<file path="config.mk">
export PLATFORM = sky130hd
export DESIGN_NAME = burst_adapter
export DESIGN_NICKNAME = d
export VERILOG_FILES = /design/src/rtl/burst_adapter.sv
export SDC_FILE = /design/constraint.sdc
export NUM_CORES = 1
export LEC_CHECK = 0
export BUFFER_PORTS_ARGS = -buffer_cell sky130_fd_sc_hd__buf_4
export CORE_AREA = 2 2 286 288
export CTS_BUF_LIST = sky130_fd_sc_hd__clkbuf_2
export DETAILED_ROUTE_END_ITERATION = 6
export DIE_AREA = 0 0 288 290
export PLACE_DENSITY = 0.57
export REMOVE_ABC_BUFFERS = 1
export SLEW_MARGIN = 10
export SYNTH_ARGS = -nofsm -noshare
export SYNTH_HDL_FRONTEND = slang
export SYNTH_SLANG_ARGS = --single-unit
</file>
<file path="constraint.sdc">
create_clock -name clk -period 2.8 [get_ports clk]
set_input_delay 0.42 -clock clk [delete_from_list [all_inputs] [get_ports clk]]
set_output_delay 0.42 -clock clk [all_outputs]
set_load 0.03 [all_outputs]
</file>
<file path="src/rtl/burst_adapter.sv">
// rtl/burst_adapter.sv - cache-line to memory-beat burst adapter
//
// Splits a cache-line write into BEATS memory write beats. Assembles BEATS
// returning read beats into one line for the cache side.
//
// Parameters:
//   LINE_WIDTH - cache-line width in bits
//   BEAT_WIDTH - memory beat width in bits (BEATS = LINE_WIDTH/BEAT_WIDTH, power of two >= 2)
//   ADDR_WIDTH - address width in bits
//
// Ports:
//   clk, rst_n                   - clock, synchronous active-low reset
//   dfp_addr/read/write/wdata    - cache-side request (sampled only in IDLE)
//   dfp_rdata                    - last completed read line (held across writes)
//   dfp_resp                     - one-cycle completion strobe
//   bmem_addr/read/write/wdata   - memory-side command and write beat
//   bmem_ready                   - memory accepts the read command or the write beat
//   bmem_raddr/rdata/rvalid      - memory-side returning read beat
//
// Optional feature macro: BURST_ADAPTER_RADDR_CHECK_EN
//   When defined, a read beat is counted only if bmem_raddr matches the
//   latched line address. Non-matching beats are dropped.

module burst_adapter #(
    parameter int LINE_WIDTH = 256,
    parameter int BEAT_WIDTH = 64,
    parameter int ADDR_WIDTH = 32
) (
    input  logic                  clk,
    input  logic                  rst_n,
    input  logic [ADDR_WIDTH-1:0] dfp_addr,
    input  logic                  dfp_read,
    input  logic                  dfp_write,
    input  logic [LINE_WIDTH-1:0] dfp_wdata,
    output logic [LINE_WIDTH-1:0] dfp_rdata,
    output logic                  dfp_resp,
    output logic [ADDR_WIDTH-1:0] bmem_addr,
    output logic                  bmem_read,
    output logic                  bmem_write,
    output logic [BEAT_WIDTH-1:0] bmem_wdata,
    input  logic                  bmem_ready,
    input  logic [ADDR_WIDTH-1:0] bmem_raddr,
    input  logic [BEAT_WIDTH-1:0] bmem_rdata,
    input  logic                  bmem_rvalid
);

    localparam int BEATS = LINE_WIDTH / BEAT_WIDTH;
    localparam int CNT_W = $clog2(BEATS);
    localparam int OFF_W = $clog2(LINE_WIDTH / 8);

    typedef enum logic [2:0] {
        IDLE,
        RD_REQ,
        RD_DATA,
        WR_DATA,
        RESP
    } state_t;

    state_t                  state;
    state_t                  state_next;
    logic [CNT_W-1:0]        cnt;
    logic [ADDR_WIDTH-1:0]   addr_q;
    // Holds the write line during a write; reused as the read assembly buffer
    // during a read, since every slice is overwritten before completion.
    logic [LINE_WIDTH-1:0]   line_q;
    logic [LINE_WIDTH-1:0]   line_merged;
    logic                    raddr_ok;
    logic                    rd_beat;
    logic                    wr_beat;
    logic                    last_beat;

`ifdef BURST_ADAPTER_RADDR_CHECK_EN
    assign raddr_ok = (bmem_raddr == addr_q);
`else
    logic unused_raddr;
    assign raddr_ok     = 1'b1;
    assign unused_raddr = ^bmem_raddr;
`endif

    assign rd_beat   = (state == RD_DATA) && bmem_rvalid && raddr_ok;
    assign wr_beat   = (state == WR_DATA) && bmem_ready;
    assign last_beat = (cnt == CNT_W'(BEATS - 1));

    // Current buffer with the incoming beat dropped into slot cnt. On the
    // final beat this is the complete line.
    always_comb begin
        line_merged = line_q;
        line_merged[cnt*BEAT_WIDTH +: BEAT_WIDTH] = bmem_rdata;
    end

    always_ff @(posedge clk) begin
        if (!rst_n) begin
            state <= IDLE;
        end else begin
            state <= state_next;
        end
    end

    always_comb begin
        state_next = state;
        bmem_read  = 1'b0;
        bmem_write = 1'b0;
        bmem_addr  = '0;
        bmem_wdata = '0;
        dfp_resp   = 1'b0;
        case (state)
            IDLE: begin
                if (dfp_read) begin
                    state_next = RD_REQ;
                end else if (dfp_write) begin
                    state_next = WR_DATA;
                end
            end
            RD_REQ: begin
                bmem_read = 1'b1;
                bmem_addr = addr_q;
                if (bmem_ready) begin
                    state_next = RD_DATA;
                end
            end
            RD_DATA: begin
                if (rd_beat && last_beat) begin
                    state_next = RESP;
                end
            end
            WR_DATA: begin
                bmem_write = 1'b1;
                bmem_addr  = addr_q;
                bmem_wdata = line_q[cnt*BEAT_WIDTH +: BEAT_WIDTH];
                if (wr_beat && last_beat) begin
                    state_next = RESP;
                end
            end
            RESP: begin
                dfp_resp   = 1'b1;
                state_next = IDLE;
            end
            default: begin
                state_next = IDLE;
            end
        endcase
    end

    always_ff @(posedge clk) begin
        if (!rst_n) begin
            cnt       <= '0;
            addr_q    <= '0;
            line_q    <= '0;
            dfp_rdata <= '0;
        end else begin
            case (state)
                IDLE: begin
                    if (dfp_read || dfp_write) begin
                        addr_q <= {dfp_addr[ADDR_WIDTH-1:OFF_W], {OFF_W{1'b0}}};
                        line_q <= dfp_wdata;
                        cnt    <= '0;
                    end
                end
                RD_DATA: begin
                    if (rd_beat) begin
                        line_q <= line_merged;
                        if (last_beat) begin
                            cnt       <= '0;
                            dfp_rdata <= line_merged;
                        end else begin
                            cnt <= cnt + 1'b1;
                        end
                    end
                end
                WR_DATA: begin
                    if (wr_beat) begin
                        cnt <= last_beat ? '0 : cnt + 1'b1;
                    end
                end
                default: begin
                end
            endcase
        end
    end

endmodule

</file>
Word level (Yosys, flattened, before mapping):

Cells that the tools add are included.

* word-level logic and storage cells: 56
* register bits after elaboration: 544
* memory bits (writable): 0
* bits in read-only memories: 0
* bits in latches: 0
* memories kept: 0
* output and inout port bits: 355

* bitwise gates (word level): 0
* multipliers: 0
* equal/unequal tests: 12
* mux-type cells: 20
* shifts and indexed selects: 3
* div/mod/pow operators: 0
* reduce and logical (&&, ||, !) cells: 14
* $lt $le $gt $ge: 0
* add/subtract/negate cells: 2

Operators with widths (count)
* two-way mux 256 bit: 2
* one-hot mux 256 bit (2 select lines): 1
* bitwise mux 256 bit: 1
* variable shift 64 x 34 -> 256 bit, first input constant: 1
* indexed part select 256 x 9 -> 64 bit: 1
* indexed part select 64 x 34 -> 256 bit: 1
* two-way mux 64 bit: 1
* negator 8 -> 34 bit: 1
* two-way mux 32 bit: 1
* two-way mux 3 bit: 5
* one-hot mux 3 bit (4 select lines): 1
* two-way mux 2 bit: 4
* != test 2 bit, second input constant: 4
* AND reduction 4 bit: 2
* equality test 3 x 2 -> 1 bit, second input constant: 2
* one-hot mux 2 bit (3 select lines): 1
* AND reduction 3 bit: 2
* logical AND 1 bit: 4
* != test 2 x 1 -> 1 bit, second input constant: 2
* equality test 3 x 1 -> 1 bit, second input constant: 1
* equality test 3 bit, second input constant: 1
* logical NOT 3 bit: 1
* two-way mux 1 bit: 3
* != test 3 bit, second input constant: 1
* other kinds (7): 7

Logic depth before layout (Yosys ltp):

* word-level depth: 5
* gate-level depth with buffers: 11

Worst setup path after synthesis:

Ideal clock, no wire load.

* path kind: register to register
* from: reg cnt[0]
* to: reg line_q[29]
* setup slack: 86 ps
* required time: 2730 ps
* path buffers: 5
* clock period less this slack: 2714 ps
* data arrival time: 2643 ps
* cell stages (with the launch flop): 12
* cells stage by stage: dfxtp_1 buf_2 buf_2 buf_2 inv_1 ha_1 nor4bb_1 buf_2 buf_2 a21oi_1 a211o_1 a21oi_1

* cells in the longest elaborated chain, start to end: 5
* elaborated cells on any way between the ends: 6
* classes of those cells: add/sub: 1; shift: 2; mux: 3

Ends and longest elaborated chain
* start, declared: RTL line 61 `logic [CNT_W-1:0] cnt;`
* start signal, assigned: RTL line 166 `cnt <= cnt + 1'b1;`
* start signal, assigned: RTL line 172 `cnt <= last_beat ? '0 : cnt + 1'b1;`
* negator 8 -> 34 bit *: RTL line 88 `line_merged[cnt*BEAT_WIDTH +: BEAT_WIDTH] = bmem_rdata;`
* indexed part select 64 x 34 -> 256 bit or variable shift 64 x 34 -> 256 bit (tied branches): RTL line 88
* bitwise mux 256 bit *: RTL line 88
* two-way mux 256 bit *: RTL line 160 `if (rd_beat) begin`
* one-hot mux 256 bit (2 select lines) *: RTL line 151 `case (state)`
* end signal, assigned: RTL line 155 `line_q <= dfp_wdata;`
* end signal, assigned: RTL line 161 `line_q <= line_merged;`
* end, declared: RTL line 65 `logic [LINE_WIDTH-1:0] line_q;`

Every way passes the cells marked *; elsewhere a longest branch is shown, timed or not. The select of a mux whose other input is x is not followed.
A chain may end at the register's enable or synchronous reset.

Final worst setup path:

* from: reg cnt[0]
* to: out bmem_wdata[29]

* cells in the longest elaborated chain, start to end: 2

Ends and longest elaborated chain
* indexed part select 256 x 9 -> 64 bit: RTL line 129 `bmem_wdata = line_q[cnt*BEAT_WIDTH +: BEAT_WIDTH];`
* two-way mux 64 bit: RTL line 106 `case (state)`
* end, declared: RTL line 40 `output logic [BEAT_WIDTH-1:0] bmem_wdata,`

Every way passes these cells.

==> flow_metrics.tcl <==
set metrics [dict create \
    outcome "finished with violations" \
    violations "setup timing" \
    holdWs_ps 180 \
    num-nets-final 5506 \
    grt_pass1_wl_mm 199 \
    num_rows 104 \
    chipWidth_um 288 \
    crit_type "reg2out" \
    drive_above_1_share_pct 26.0 \
    avgSynthCellArea_sq_um 7.63 \
    clock_latency_ps 1380 \
    synth.cells.most_frequent "544 x dfxtp_1, 516 x nor2_1, 505 x nand2_1" \
    drc 0 \
    globalplace.congestion 0.864 \
    critPathMaxFanout 5 \
    power_leakage_nw 18.6 \
    yosysTopAreaCell "dfxtp_1" \
    syn-cell-area_sq_um 26500 \
    cpPeakStageDelay_ps 510 \
    slew_headroom_pct 42.2 \
    design_area_sq_um 46100 \
    synth_seq_cells 544 \
    cp_data_required_time_ps 2380 \
    fmax_mhz 297 \
    clock_sinks 544 \
    syn-instance-count 3476 \
    h-tree-depth 4 \
    cts_tree "yes" \
    ys_dominant_reg_cell "dfxtp_1" \
    ant_nets 0 \
    grt_max_degree 130 \
    slew_violations 0 \
    synthTopCellsByArea "dfxtp_1 41%, nor2_1 7.3%, nand2_1 7.1%, mux4_2 5.4%, a31oi_1 4.5%" \
    path_common_cell "buf_12" \
    placed_area_sq_um 32900 \
    pwr-share-seq_pct 33.6 \
    yosysSeqAreaShare_pct 41.1 \
    viasPerCell 5.40 \
    numPortBuffers 702 \
    clockBufferDepth 3 \
    num_io_pins 745 \
    crit_chain "buf_12, buf_12, buf_16, mux4_2, and3_4, buf_6" \
    ys_warn_count 0 \
    cp-start-kind "flip-flop" \
    cp_slowest_cell "mux4_2" \
    grt.overflow.total 0 \
    critPathLaunch "cnt[0]$_SDFFE_PN0P_" \
    final_util_pct 57.5 \
    cts_buffers 155 \
    drt_wl_total_mm 139 \
    worstMarginPinSlew_ps 867 \
    preCtsSetupSlack_ps 263 \
    comb_power_share_pct 44.4 \
    critical_path.top_delay_family "buffers and inverters" \
    critPathBufInv 4 \
    synthDistinctLibCells 40 \
    die_h_um 290 \
    powerDensity_nw_per_um2 621 \
    hold_class "in2reg" \
    grt_pass1_vias 34500 \
    finalSetupViolCount 100 \
    yosysMostFrequentCell "dfxtp_1" \
    swShare_pct 40.2 \
    initial_core_util_pct 33.1 \
    synthToLayoutAreaGrowth_pct 73.8 \
    synth_edf_count 0 \
    design.core.area_sq_um 80200 \
    dp_hpwl_mm 73.2 \
    finalCritPeriodShare_pct 120 \
    drt_iter0_markers 2922 \
    p_int_mw 17.1 \
    crit_arrival_ps 2950 \
    min_from "bmem_rdata[13]" \
    clock-root-buffer "clkbuf_2" \
    grt_setup_unrepaired "yes" \
    max_cap_viol_count 0 \
    vias 34000 \
    vdd_drop_max_mv 0.477 \
    power_mw 28.6 \
    fill_cells 6994 \
    wl_per_cell_um 22.1 \
    gr-usage-all-layers_pct 30.5 \
    antenna_found_initial 14 \
    finalClockSkew_ps 105 \
    worstReg2RegStart "cnt[0]$_SDFFE_PN0P_" \
    clock_power_share_pct 22.0 \
    dr.pass1.iters 6 \
    yosysTopAreaCellShare_pct 41.1 \
    worst_slack_ps -568 \
    clk_pin_slew_ps 90 \
    finalHoldViolCount 0 \
    async_flop_share_pct 0 \
    power.switching_mw 11.5 \
    cp-end-kind "output pin" \
    period_needed_ps 3370 \
    die-area_sq_um 83500 \
]
==> cell type report <==
cell class,instances,area [sq um],area share [%]
clock inverters,37,258,0.559
well taps,1060,1330,2.88
diodes,15,37.5,0.0815
inverters,196,743,1.61
clock buffers,231,1160,2.51
multi-input cells,2401,14200,30.9
flip-flops and latches,544,10900,23.7
repair buffers,1812,17400,37.8
==> layout by cell type, fill, tap and decap left out, types with 3 or more instances in the layout <==
cell	count
diode_2	15
nor3_1	193
o22ai_1	165
nand3_4	3
and3_4	66
dfxtp_4	5
a211o_1	64
bufinv_16	3
buf_12	46
ha_4	4
a211oi_1	20
inv_6	4
clkbuf_2	231
a31oi_1	192
and2_4	27
nor2_1	515
o22ai_4	20
clkinv_1	23
inv_1	194
a211oi_2	44
dfxtp_1	539
clkbuf_16	9
nand2_1	504
buf_16	14
nand2b_1	65
nand3_1	193
buf_4	683
buf_6	100
dlygate4sd3_1	956
mux4_2	64
a21oi_1	158
o22ai_2	7
conb_1	5
nor2b_1	65
==> state kept, by name, indices dropped and copies added, names as in the netlist <==
register,cells
line_q,256
state,3
cnt,2
dfp_rdata,256
addr_q,27
==> worst register-to-register path: cells and delay by family (launching register included) <==
kind / cells / cell delay, ps
simple gates: 2 / 370
compound gates: 2 / 280
buf+inv: 7 / 1660
flops: 1 / 380
fa+ha+maj: 1 / 180
==> stage by stage <==
| stage | TNS, ps | cells |
|---|---|---|
| global route | -56900 | 6294 |
| finish | -36840 | 6296 |
| CTS | -52230 | 6255 |
| floorplan | -3937090 | 3141 |
| global placement | 0 | 4990 |
| detailed placement | 0 | 4990 |
==> path summary, 6_finish.rpt <==
path	endpoint	cells after the start	slack, ps
max	bmem_wdata[29]	6	-570
min	dfp_rdata[205]$_SDFFE_PN0P_	6	180
max reg2reg	line_q[230]$_SDFFE_PN0P_	12	-100
min reg2reg	line_q[26]$_SDFFE_PN0P_	2	460
==> cells by family after synthesis <==
logic type	synth area share [%]
buffers and inverters	8.67
adder cells (fa/ha/maj)	0.283
other	0.0141
flip-flops	41.1
AND/OR/NAND/NOR	27.5
AO/OA/AOI/OAI	17.0
multiplexers	5.47
==> routing by layer <==
layer | track usage (%) | vias up | part of all wire, %
li1 | - | 15300 | -
met1 | 36.2 | 16000 | 38
met2 | 49.6 | 2046 | 46
met3 | 7.27 | 604 | 9.0
met4 | 18.4 | 2 | 6.2
met5 | 0 | - | 0.0079
==> timing repair <==
item                                   CTS  global route
resized for setup                      196           107
pin swaps                                5            34
setup endpoints to repair               94           198
buffers inserted                        12            35
endpoints found under the hold margin  544             0
cloned                                  11            13
hold buffers                           974             0
==> power by group through the flow <==
stage | clock [mW] | combinational [mW] | sequential (mW)
6_report | 6.28 | 12.7 | 9.62
5_1_grt | 6.84 | 13.5 | 9.74
4_1_cts | 6.37 | 11.8 | 9.55
3_5_place_dp | 0 | 9.06 | 9.75
3_3_place_gp | 0 | 9.00 | 9.73
2_1_floorplan | 0 | 4.88 | 9.34
Power figures use the tool's default switching activity.
